==> config.mk <==
export PLATFORM = sky130hd
export DESIGN_NAME = int_to_ascii_stream
export DESIGN_NICKNAME = d
export VERILOG_FILES = /design/src/rtl/int_ascii_pkg.sv /design/src/rtl/udiv10_step.sv /design/src/rtl/int_to_ascii_stream.sv
export SDC_FILE = /design/constraint.sdc
export NUM_CORES = 1
export LEC_CHECK = 0
export BUFFER_PORTS_ARGS = -buffer_cell sky130_fd_sc_hd__buf_2
export CAP_MARGIN = 20
export CORE_ASPECT_RATIO = 1.5
export CORE_MARGIN = 4
export CORE_UTILIZATION = 35
export DETAILED_ROUTE_END_ITERATION = 8
export GPL_ROUTABILITY_DRIVEN = 0
export GPL_TIMING_DRIVEN = 0
export SETUP_SLACK_MARGIN = 0.02
export SLEW_MARGIN = 20
export SYNTH_ARGS = -nofsm -noshare
export SYNTH_HDL_FRONTEND = slang
export SYNTH_SLANG_ARGS = --single-unit
==> constraint.sdc <==
create_clock -name clk -period 11.3 [get_ports clk]
set_input_delay 0.565 -clock clk [delete_from_list [all_inputs] [get_ports clk]]
set_output_delay 0.565 -clock clk [all_outputs]
set_load 0.005 [all_outputs]
==> src/rtl/int_ascii_pkg.sv <==
// int_ascii_pkg: shared types, ASCII constants and sizing helpers
// for the integer-to-ASCII byte stream converter.
package int_ascii_pkg;

   typedef enum logic [2:0] {
      S_IDLE,
      S_CONVERT,
      S_PAD,
      S_SIGN,
      S_PREFIX,
      S_DIGITS,
      S_SEP,
      S_FINISH
   } state_t;

   localparam logic [7:0] ASC_ZERO  = 8'h30;
   localparam logic [7:0] ASC_MINUS = 8'h2D;
   localparam logic [7:0] ASC_SPACE = 8'h20;
   localparam logic [7:0] ASC_A     = 8'h41;
   localparam logic [7:0] ASC_X     = 8'h78;

   // ceil(width * log10(2)) in fixed point
   function automatic int dec_digits(input int width);
      return (width * 30103 + 99999) / 100000;
   endfunction

   function automatic logic [7:0] digit_ascii(input logic [3:0] d);
      if (d < 4'd10)
         return ASC_ZERO + {4'd0, d};
      return ASC_A + {4'd0, d} - 8'd10;
   endfunction

endpackage

==> src/rtl/udiv10_step.sv <==
// udiv10_step: combinational unsigned divide-by-10.
// Ports: num (dividend) -> quo (quotient), rem (4-bit remainder).
module udiv10_step
   import int_ascii_pkg::*;
#(
   parameter int DATA_WIDTH = 32
) (
   input  logic [DATA_WIDTH-1:0] num,
   output logic [DATA_WIDTH-1:0] quo,
   output logic [3:0]            rem
);

   logic [DATA_WIDTH-1:0] prod;
   logic [DATA_WIDTH-1:0] diff;
   logic                  unused_hi;

   assign quo  = num / DATA_WIDTH'(10);
   assign prod = quo * DATA_WIDTH'(10);
   assign diff = num - prod;
   assign rem  = diff[3:0];

   // remainder is always < 10, upper bits are zero
   assign unused_hi = |diff[DATA_WIDTH-1:4];

endmodule

==> src/rtl/int_to_ascii_stream.sv <==
// int_to_ascii_stream: converts a DATA_WIDTH integer into an ASCII byte
// stream (sign, space padding, optional separator, last marker).
// Ports: clk, rst (sync, active high); in_valid/in_ready/in_data/
// in_signed/in_sep_en/in_hex word input; char_data/char_valid/
// char_last/char_ready byte output; busy, done status.
// Optional: define INT_TO_ASCII_HEX_EN for in_hex radix-16 with "0x".
module int_to_ascii_stream
   import int_ascii_pkg::*;
#(
   parameter int         DATA_WIDTH  = 32,
   parameter int         FIELD_WIDTH = 0,
   parameter logic [7:0] SEP_CHAR    = 8'h20
) (
   input  logic                  clk,
   input  logic                  rst,
   input  logic                  in_valid,
   output logic                  in_ready,
   input  logic [DATA_WIDTH-1:0] in_data,
   input  logic                  in_signed,
   input  logic                  in_sep_en,
   input  logic                  in_hex,
   output logic [7:0]            char_data,
   output logic                  char_valid,
   output logic                  char_last,
   input  logic                  char_ready,
   output logic                  busy,
   output logic                  done
);

   localparam int MAX_DIGITS = dec_digits(DATA_WIDTH);
   localparam int MAX_CHARS  = MAX_DIGITS + 1;
   localparam int FW = (FIELD_WIDTH > MAX_CHARS) ? MAX_CHARS : FIELD_WIDTH;
`ifdef INT_TO_ASCII_HEX_EN
   localparam int HEX_DIGITS = (DATA_WIDTH + 3) / 4;
   localparam int DEPTH = (MAX_DIGITS > HEX_DIGITS) ? MAX_DIGITS : HEX_DIGITS;
`else
   localparam int DEPTH = MAX_DIGITS;
`endif
   localparam int IW = $clog2(DEPTH + 1);

   state_t                state;
   logic [DATA_WIDTH-1:0] mag;
   logic                  neg_q;
   logic                  sep_q;
   logic                  hex_q;
   logic                  conv_fin;
   logic                  pfx_q;
   logic [IW-1:0]         ptr;
   logic [IW-1:0]         top_idx;
   logic [7:0]            pad_cnt;
   logic [3:0]            stk [0:(2**IW)-1];

   // magnitude of the incoming word, negation in DATA_WIDTH+1 bits so
   // the most-negative value yields 2^(DATA_WIDTH-1)
   logic [DATA_WIDTH:0]   in_ext;
   logic [DATA_WIDTH:0]   in_negd;
   logic                  in_neg;
   logic [DATA_WIDTH-1:0] in_mag;
   logic                  unused_nb;

   assign in_ext    = {in_data[DATA_WIDTH-1], in_data};
   assign in_negd   = -in_ext;
   assign in_neg    = in_signed & in_data[DATA_WIDTH-1];
   assign in_mag    = in_neg ? in_negd[DATA_WIDTH-1:0] : in_data;
   assign unused_nb = in_negd[DATA_WIDTH];

   logic [DATA_WIDTH-1:0] q10;
   logic [3:0]            r10;
   logic [DATA_WIDTH-1:0] nxt_mag;
   logic [3:0]            dig;
   logic                  conv_last;

   udiv10_step #(.DATA_WIDTH(DATA_WIDTH)) u_div (
      .num (mag),
      .quo (q10),
      .rem (r10)
   );

`ifdef INT_TO_ASCII_HEX_EN
   always_comb begin
      if (hex_q) begin
         dig       = mag[3:0];
         nxt_mag   = mag >> 4;
         conv_last = mag < DATA_WIDTH'(16);
      end else begin
         dig       = r10;
         nxt_mag   = q10;
         conv_last = mag < DATA_WIDTH'(10);
      end
   end
`else
   logic unused_hex;
   assign unused_hex = in_hex;
   assign hex_q      = 1'b0;
   assign dig        = r10;
   assign nxt_mag    = q10;
   assign conv_last  = mag < DATA_WIDTH'(10);
`endif

   logic [7:0] used;
   logic [7:0] pad_calc;
   state_t     after_pad;
   state_t     after_sign;

   assign used     = 8'(ptr) + {7'd0, neg_q} + (hex_q ? 8'd2 : 8'd0);
   assign pad_calc = (8'(FW) > used) ? 8'(FW) - used : 8'd0;

   assign after_sign = hex_q ? S_PREFIX : S_DIGITS;
   assign after_pad  = neg_q ? S_SIGN : after_sign;

   assign top_idx = ptr - IW'(1);

   always_ff @(posedge clk) begin
      if (rst) begin
         state    <= S_IDLE;
         mag      <= '0;
         neg_q    <= 1'b0;
         sep_q    <= 1'b0;
         conv_fin <= 1'b0;
         pfx_q    <= 1'b0;
         ptr      <= '0;
         pad_cnt  <= '0;
`ifdef INT_TO_ASCII_HEX_EN
         hex_q    <= 1'b0;
`endif
      end else begin
         unique case (state)
            S_IDLE: begin
               if (in_valid) begin
                  mag      <= in_mag;
                  neg_q    <= in_neg;
                  sep_q    <= in_sep_en;
                  conv_fin <= 1'b0;
                  pfx_q    <= 1'b0;
                  ptr      <= '0;
`ifdef INT_TO_ASCII_HEX_EN
                  hex_q    <= in_hex;
`endif
                  state    <= S_CONVERT;
               end
            end
            S_CONVERT: begin
               // one digit per cycle, then one cycle to size the field
               if (!conv_fin) begin
                  ptr      <= ptr + IW'(1);
                  mag      <= nxt_mag;
                  conv_fin <= conv_last;
               end else begin
                  pad_cnt <= pad_calc;
                  state   <= (pad_calc != 8'd0) ? S_PAD : after_pad;
               end
            end
            S_PAD: begin
               if (char_ready) begin
                  pad_cnt <= pad_cnt - 8'd1;
                  if (pad_cnt == 8'd1)
                     state <= after_pad;
               end
            end
            S_SIGN: begin
               if (char_ready)
                  state <= after_sign;
            end
            S_PREFIX: begin
               if (char_ready) begin
                  pfx_q <= 1'b1;
                  if (pfx_q)
                     state <= S_DIGITS;
               end
            end
            S_DIGITS: begin
               if (char_ready) begin
                  ptr <= top_idx;
                  if (ptr == IW'(1))
                     state <= sep_q ? S_SEP : S_FINISH;
               end
            end
            S_SEP: begin
               if (char_ready)
                  state <= S_FINISH;
            end
            S_FINISH: state <= S_IDLE;
            default:  state <= S_IDLE;
         endcase
      end
   end

   always_ff @(posedge clk) begin
      if (state == S_CONVERT && !conv_fin)
         stk[ptr] <= dig;
   end

   always_comb begin
      char_valid = 1'b0;
      char_data  = 8'h00;
      char_last  = 1'b0;
      unique case (state)
         S_PAD: begin
            char_valid = 1'b1;
            char_data  = ASC_SPACE;
         end
         S_SIGN: begin
            char_valid = 1'b1;
            char_data  = ASC_MINUS;
         end
         S_PREFIX: begin
            char_valid = 1'b1;
            char_data  = pfx_q ? ASC_X : ASC_ZERO;
         end
         S_DIGITS: begin
            char_valid = 1'b1;
            char_data  = digit_ascii(stk[top_idx]);
            char_last  = (ptr == IW'(1)) && !sep_q;
         end
         S_SEP: begin
            char_valid = 1'b1;
            char_data  = SEP_CHAR;
            char_last  = 1'b1;
         end
         default: ;
      endcase
   end

   assign in_ready = (state == S_IDLE);
   assign busy     = (state != S_IDLE) && (state != S_FINISH);
   assign done     = (state == S_FINISH);

endmodule

== Word-level counts from Yosys, hierarchy flattened ==
Memories as Yosys holds them, arrays and structs flattened.
Index checks and enable logic that the tools add are counted.
W data, S select, Z words.
Word-level totals
  flip-flop bits (word level): 51
  RAM bits: 64
  input port bits: 39
  output and inout bits: 13
  word-level logic and storage cells: 108
  memories kept: 1
Cells by class
  add/sub/neg operators: 10
  multipliers: 1
  divide/modulo/power cells: 1
  $lt $le $gt $ge: 3
  equality and inequality tests: 21
  muxes and demuxes: 41
  bitwise operators: 1
  reduce and logical (&&, ||, !) cells: 21
Memory list
  stk: depth 16, width 4, rd ports 1, clocked after Yosys merged registers in 0, wr ports 1, RTL line int_to_ascii_stream.sv:51  | logic [3:0] stk [0:(2**IW)-1];
Operators by type and width (number)
  $mux W32: 3
  $pmux W32 S2: 1
  $mux W8: 5
  $mux W3: 12
  $div A32 B4 Y32 const B: 1
  $lt A32 B4 Y1 const B: 1
  $mul A32 B3 Y3 const B: 1
  $neg A32 Y32: 1
  $pmux W8 S4: 1
  $pmux W3 S8: 1
  $ne A2 B2 Y1 const B: 11
  $pmux W8 S2: 1
  $eq A3 B3 Y1 const B: 4
  $mux W4: 3
  $pmux W4 S3: 1
  $reduce_and A10 Y1: 1
  $mux W1: 9
  $reduce_and A3 Y1: 3
  $add A7 B4 Y8 const A: 1
  $eq A8 B1 Y1 const B: 1
  $reduce_bool A8 Y1: 1
  $sub A8 B1 Y8 const B: 1
  $sub A8 B4 Y8 const B: 1
  $add A6 B4 Y7 const A: 1
  23 further kinds: 33

== Depth between registers and ports, before layout ==
  word-level depth: 7
  gate-level depth with buffers: 61
  depth with buffers taken out: 48

== Hierarchy ==
Synthesis repeated with hierarchy kept, for this count alone.
Unflattened totals
  cells, all modules: 1364
  area, all modules: 11253.3 sq um
Modules (own cells, without submodules)
  int_to_ascii_stream: times used 1, cells an instance 657, area each 6416.2 sq um
  udiv10_step: times used 1, cells an instance 707, area each 4837.1 sq um

== Least setup slack after synthesis ==
No wires, ideal clock.
  kind: flip-flop to flip-flop
  from: register mag[29]
  to: memory stk[0][3] (data pin)
  setup time: 0.297 ns
  arrival: 11.490 ns
  slack: -0.487 ns
  cell stages (with the launch flop): 55
  buffers on the path: 7
  period minus slack after synthesis: 11.787 ns
  path through: dfxtp_1 buf_4 and3b_1 and2_4 or4_4 buf_6 and2_4 a221o_2 nor2_8 mux2_4 o31ai_2 and3_1 o2111ai_1 o31a_1 buf_6 buf_8 buf_8 and3_1 [19 not listed] o311a_1 buf_6 mux2i_1 nand4_1 nor2_1 nand2_1 o21a_1 ha_1 nor2b_1 and2_1 o311ai_2 o21ai_1 and3b_2 ha_1 inv_1 fa_1 xnor2_1 xnor2_1
On the way
  cells in the longest elaborated chain, start to end: 3
Ends and longest elaborated chain
  start, declared: RTL line int_to_ascii_stream.sv:42  | logic [DATA_WIDTH-1:0] mag;
  start signal, assigned: RTL line int_to_ascii_stream.sv:130  | mag <= in_mag;
  start signal, assigned: RTL line int_to_ascii_stream.sv:146  | mag <= nxt_mag;
  $div A32 B4 Y32: RTL line udiv10_step.sv:17  | assign quo = num / DATA_WIDTH'(10);
  $mul A32 B3 Y3: RTL line udiv10_step.sv:18  | assign prod = quo * DATA_WIDTH'(10);
  $sub A4 B4 Y4: RTL line udiv10_step.sv:19  | assign diff = num - prod;
  via dig[3]: RTL line int_to_ascii_stream.sv:70  | logic [3:0] dig;
  end, declared: RTL line int_to_ascii_stream.sv:51
The timed path passes the listed nets, and every way through them passes these cells.

== Final worst setup path ==
  from: register mag[29]
  to: memory stk[1][3] (data pin)
Same word-level chain as after synthesis.

==> impl_results.md <==
- CTS clock-pin slew for the worst setup and hold paths: 0.06 ns
- Dpl hpwl: 26.3 mm
- Yosys warns: 0
- Max-cap violations: 0
- Final cell utilization of the core: 0.456
- Syn nets: 1,486
- TritonCTS clock tree: done
- Storage cell area: 2950 um^2
- Period minus WS final: 12.35 ns
- First-pass detailed-route iteration total: 8
- FF+latch count, synth: 115
- Required time worst endpoint: 11.47 ns
- GR Util met3: 0.0295
- Largest net degree at the start of global routing: 18
- Setup repair after global routing missed its margin: true
- Via density: 5.96
- Post-synthesis average cell area: 7.84 um^2
- Global router's overall resource usage: 0.202
- Most area-consuming cells after synthesis: edfxtp_1 17%, dfxtp_1 9.1%, nor2_1 6.6%
- Number of port buffers: 48
- Met2 usage in global routing: 0.372
- Achievable frequency: 81.0 MHz
- Number of remaining DRC errors: 0
- Met1 global-route usage: 0.234
- Post-synthesis to final-layout area growth: 29.1%
- Fraction of final layout cells sized beyond drive strength 1: 0.272
- Fraction of the cycle the final worst path needs: 1.09
- Unique cell type count in the Yosys netlist: 119
- Overall die height: 227 um
- Horiz. Die Dim: 154 um
- EDFF count, synth: 64
- DRT iter0 DRCs: 831
- Synthesized netlist cell count: 1,431
- Global route total overflow: 0
- Sequential area share after synthesis: 0.262
- Source-to-sink clock delay at the later pin of the worst-skew pair: 0.42 ns
- Worst-path maximum fanout: 16
- CORE AREA: 31,700 um^2
- Wire length of the first global-routing pass: 58.9 mm
- Sinks on the clock net: 115
- Library cell with the largest summed area after synthesis: edfxtp_1
- Antenna viol nets, final: 0
- Total Routed Length: 37.1 mm
- Die area: 35,000 um^2
- Ports: 52
- Violated checks: negative setup slack
- Crit path kind: reg -> reg
- Result of the run: finished with violations
- Starting Density: 0.353
- Area fraction of the dominant cell type after synthesis: 0.171
- Average wire per cell in the routed design: 18.5 um
- Fin Clk Skew: 0.00999 ns
- Worst path max stage delay: 0.60 ns
- Worst setup SP type: register
- Number of clock buffers inserted by TritonCTS: 17
- Fraction of registers with async set or reset after synthesis: 0
- CTS H-tree depth: 4
- Setup violation total in the final timing report: 49
- Initial antenna violation count: 2
- Clock root buffer master: clkbuf_16
- Clock buffer depth: 2
- Flip-flop cell with the highest count after synthesis: edfxtp_1
- Number of buffers inserted by hold repair at cts: 0
- Worst slew margin relative to its limit: 0.457
- Slew of the pin with the lowest slew margin: 0.815 ns
- Site Rows: 80
- Multi-input combinational cell area: 8570 um^2
- # fillers: 3,036
- Crit. End Element: register
- Worst hold path class: in -> reg
- Global route hottest layer: met2
- Via count of the first global-routing pass: 11,600
- Total via count after detailed routing: 12,000
- Final number of max-transition violations: 0
- Final worst hold slack: 0.398 ns
- Critical Path Slowest Stage Cell: or4_4
- Cell Count, Final, Fillers Out: 2,010
- Worst setup margin: -1.05 ns
- Cell area after synthesis: 11,200 um^2
- Final Hold Vio Count: 0
- Data arrival time of the critical path: 12.52 ns
- Final net count: 1,640
- Placed instance count: 1,889
## layout make-up
cell class / instances / share of cell area
clock buffers: 19 / 0.0306
multi-input cells: 1153 / 0.592
diodes: 2 / 0.000346
repair buffers: 138 / 0.0694
clock inverters: 13 / 0.0136
well taps: 410 / 0.0354
inverters: 46 / 0.0124
flip-flops and latches: 115 / 0.203
plain buffers: 114 / 0.0430
## routing by layer
metal	routed length [um]	vias to the layer above
met5	0	-
met2	19100	398
met1	14700	5767
met3	1970	95
li1	-	5722
met4	1270	0
## registers in the layout, summed over array words and instances, names as in the netlist
signal,flops
conv_fin,1
mag,32
neg_q,1
pad_cnt,8
pfx_q,1
ptr,4
sep_q,1
state,3
stk,64
## through the flow
step | cell area [um^2] | worst slack [ns] | setup TNS (ns)
2_1_floorplan | 11300 | -0.120 | -1.92
3_3_place_gp | 12100 | -2.38 | -96.45
3_5_place_dp | 12100 | -2.47 | -100.37
4_1_cts | 13800 | -0.928 | -31.89
5_1_grt | 14500 | -1.48 | -56.23
6_report | 14500 | -1.05 | -36.93
## cell usage after synthesis (8+ instances only)
cell / number
o21a_1: 8
clkbuf_1: 71
nand3_1: 64
ha_1: 15
buf_4: 8
o31ai_1: 11
a211oi_1: 25
a21oi_1: 128
mux4_2: 20
nor4_1: 13
xnor2_1: 25
or3_1: 17
a221o_1: 8
and3_1: 11
nand2b_1: 15
mux2i_1: 20
xor2_1: 24
and2_1: 19
dfxtp_1: 51
a311oi_1: 10
or2_2: 8
clkinv_1: 11
o21ai_0: 65
nor3_1: 60
o211ai_1: 17
edfxtp_1: 64
o21ai_1: 8
inv_1: 35
buf_2: 25
a31oi_1: 18
nor2_1: 198
mux2_2: 9
nand2_1: 113
nand4_1: 20
## worst max-delay path, delay by kind of cell, from the launching register on
| family | cells | cell delay, ns |
|---|---|---|
| fa+ha+maj | 3 | 0.76 |
| flops | 1 | 0.34 |
| mux | 3 | 0.76 |
| buf+inv | 9 | 1.19 |
| compound gates | 18 | 4.31 |
| simple gates | 19 | 4.37 |
| xor+xnor | 2 | 0.34 |
## final timing paths
check                       startpoint             endpoint  slack [ns]  depth (start not counted)
setup / recovery  mag[29]$_SDFFE_PP0P_  stk[1][3]$_DFFE_PP_       -1.05                         54
hold / removal               in_sep_en   sep_q$_SDFFE_PP0P_        0.40                          3
setup reg to reg  mag[29]$_SDFFE_PP0P_  stk[1][3]$_DFFE_PP_       -1.05                         54
hold reg to reg     sep_q$_SDFFE_PP0P_   sep_q$_SDFFE_PP0P_        0.49                          2
## logic make-up (layout without fill, tap and decap cells)
| group | after synthesis | count (layout) | synth area share |
|---|---|---|---|
| adders and majority gates | 19 | 19 | 0.0213 |
| and+or+nand+nor | 599 | 599 | 0.266 |
| muxes | 50 | 50 | 0.0684 |
| DFF | 115 | 115 | 0.262 |
| xor gates and xnor gates | 49 | 49 | 0.0383 |
| buffers and inverters | 163 | 330 | 0.0667 |
| other | 1 | 3 | 0.000334 |
| AOI/OAI and AO/OA | 435 | 435 | 0.276 |
## timing repair
action                                  4_1_cts  5_1_grt
gates cloned                                  6        1
pin swaps                                    45       50
resized for setup                           114       85
endpoints found under the setup margin       50       50
setup buffers                                49       35
## cell usage in the layout, fill, tap and decap left out, drive strengths merged, types with 13 or more instances in the layout
cell type / instances
nor3: 61
nor4: 14
o211ai: 19
buf: 179
dfxtp: 51
a211oi: 29
edfxtp: 64
nand3: 67
nand2b: 15
or3: 18
mux4: 20
nand4: 21
nor2: 199
xor2: 24
o31ai: 13
nand2: 113
clkinv: 13
clkbuf: 91
o21ai: 75
xnor2: 25
mux2i: 20
ha: 15
and2: 21
inv: 38
a21oi: 129
a31oi: 18
Power is left out: the tool's default activity adds up to more than one toggle a clock period on the data nets, which glitch-free logic cannot reach.
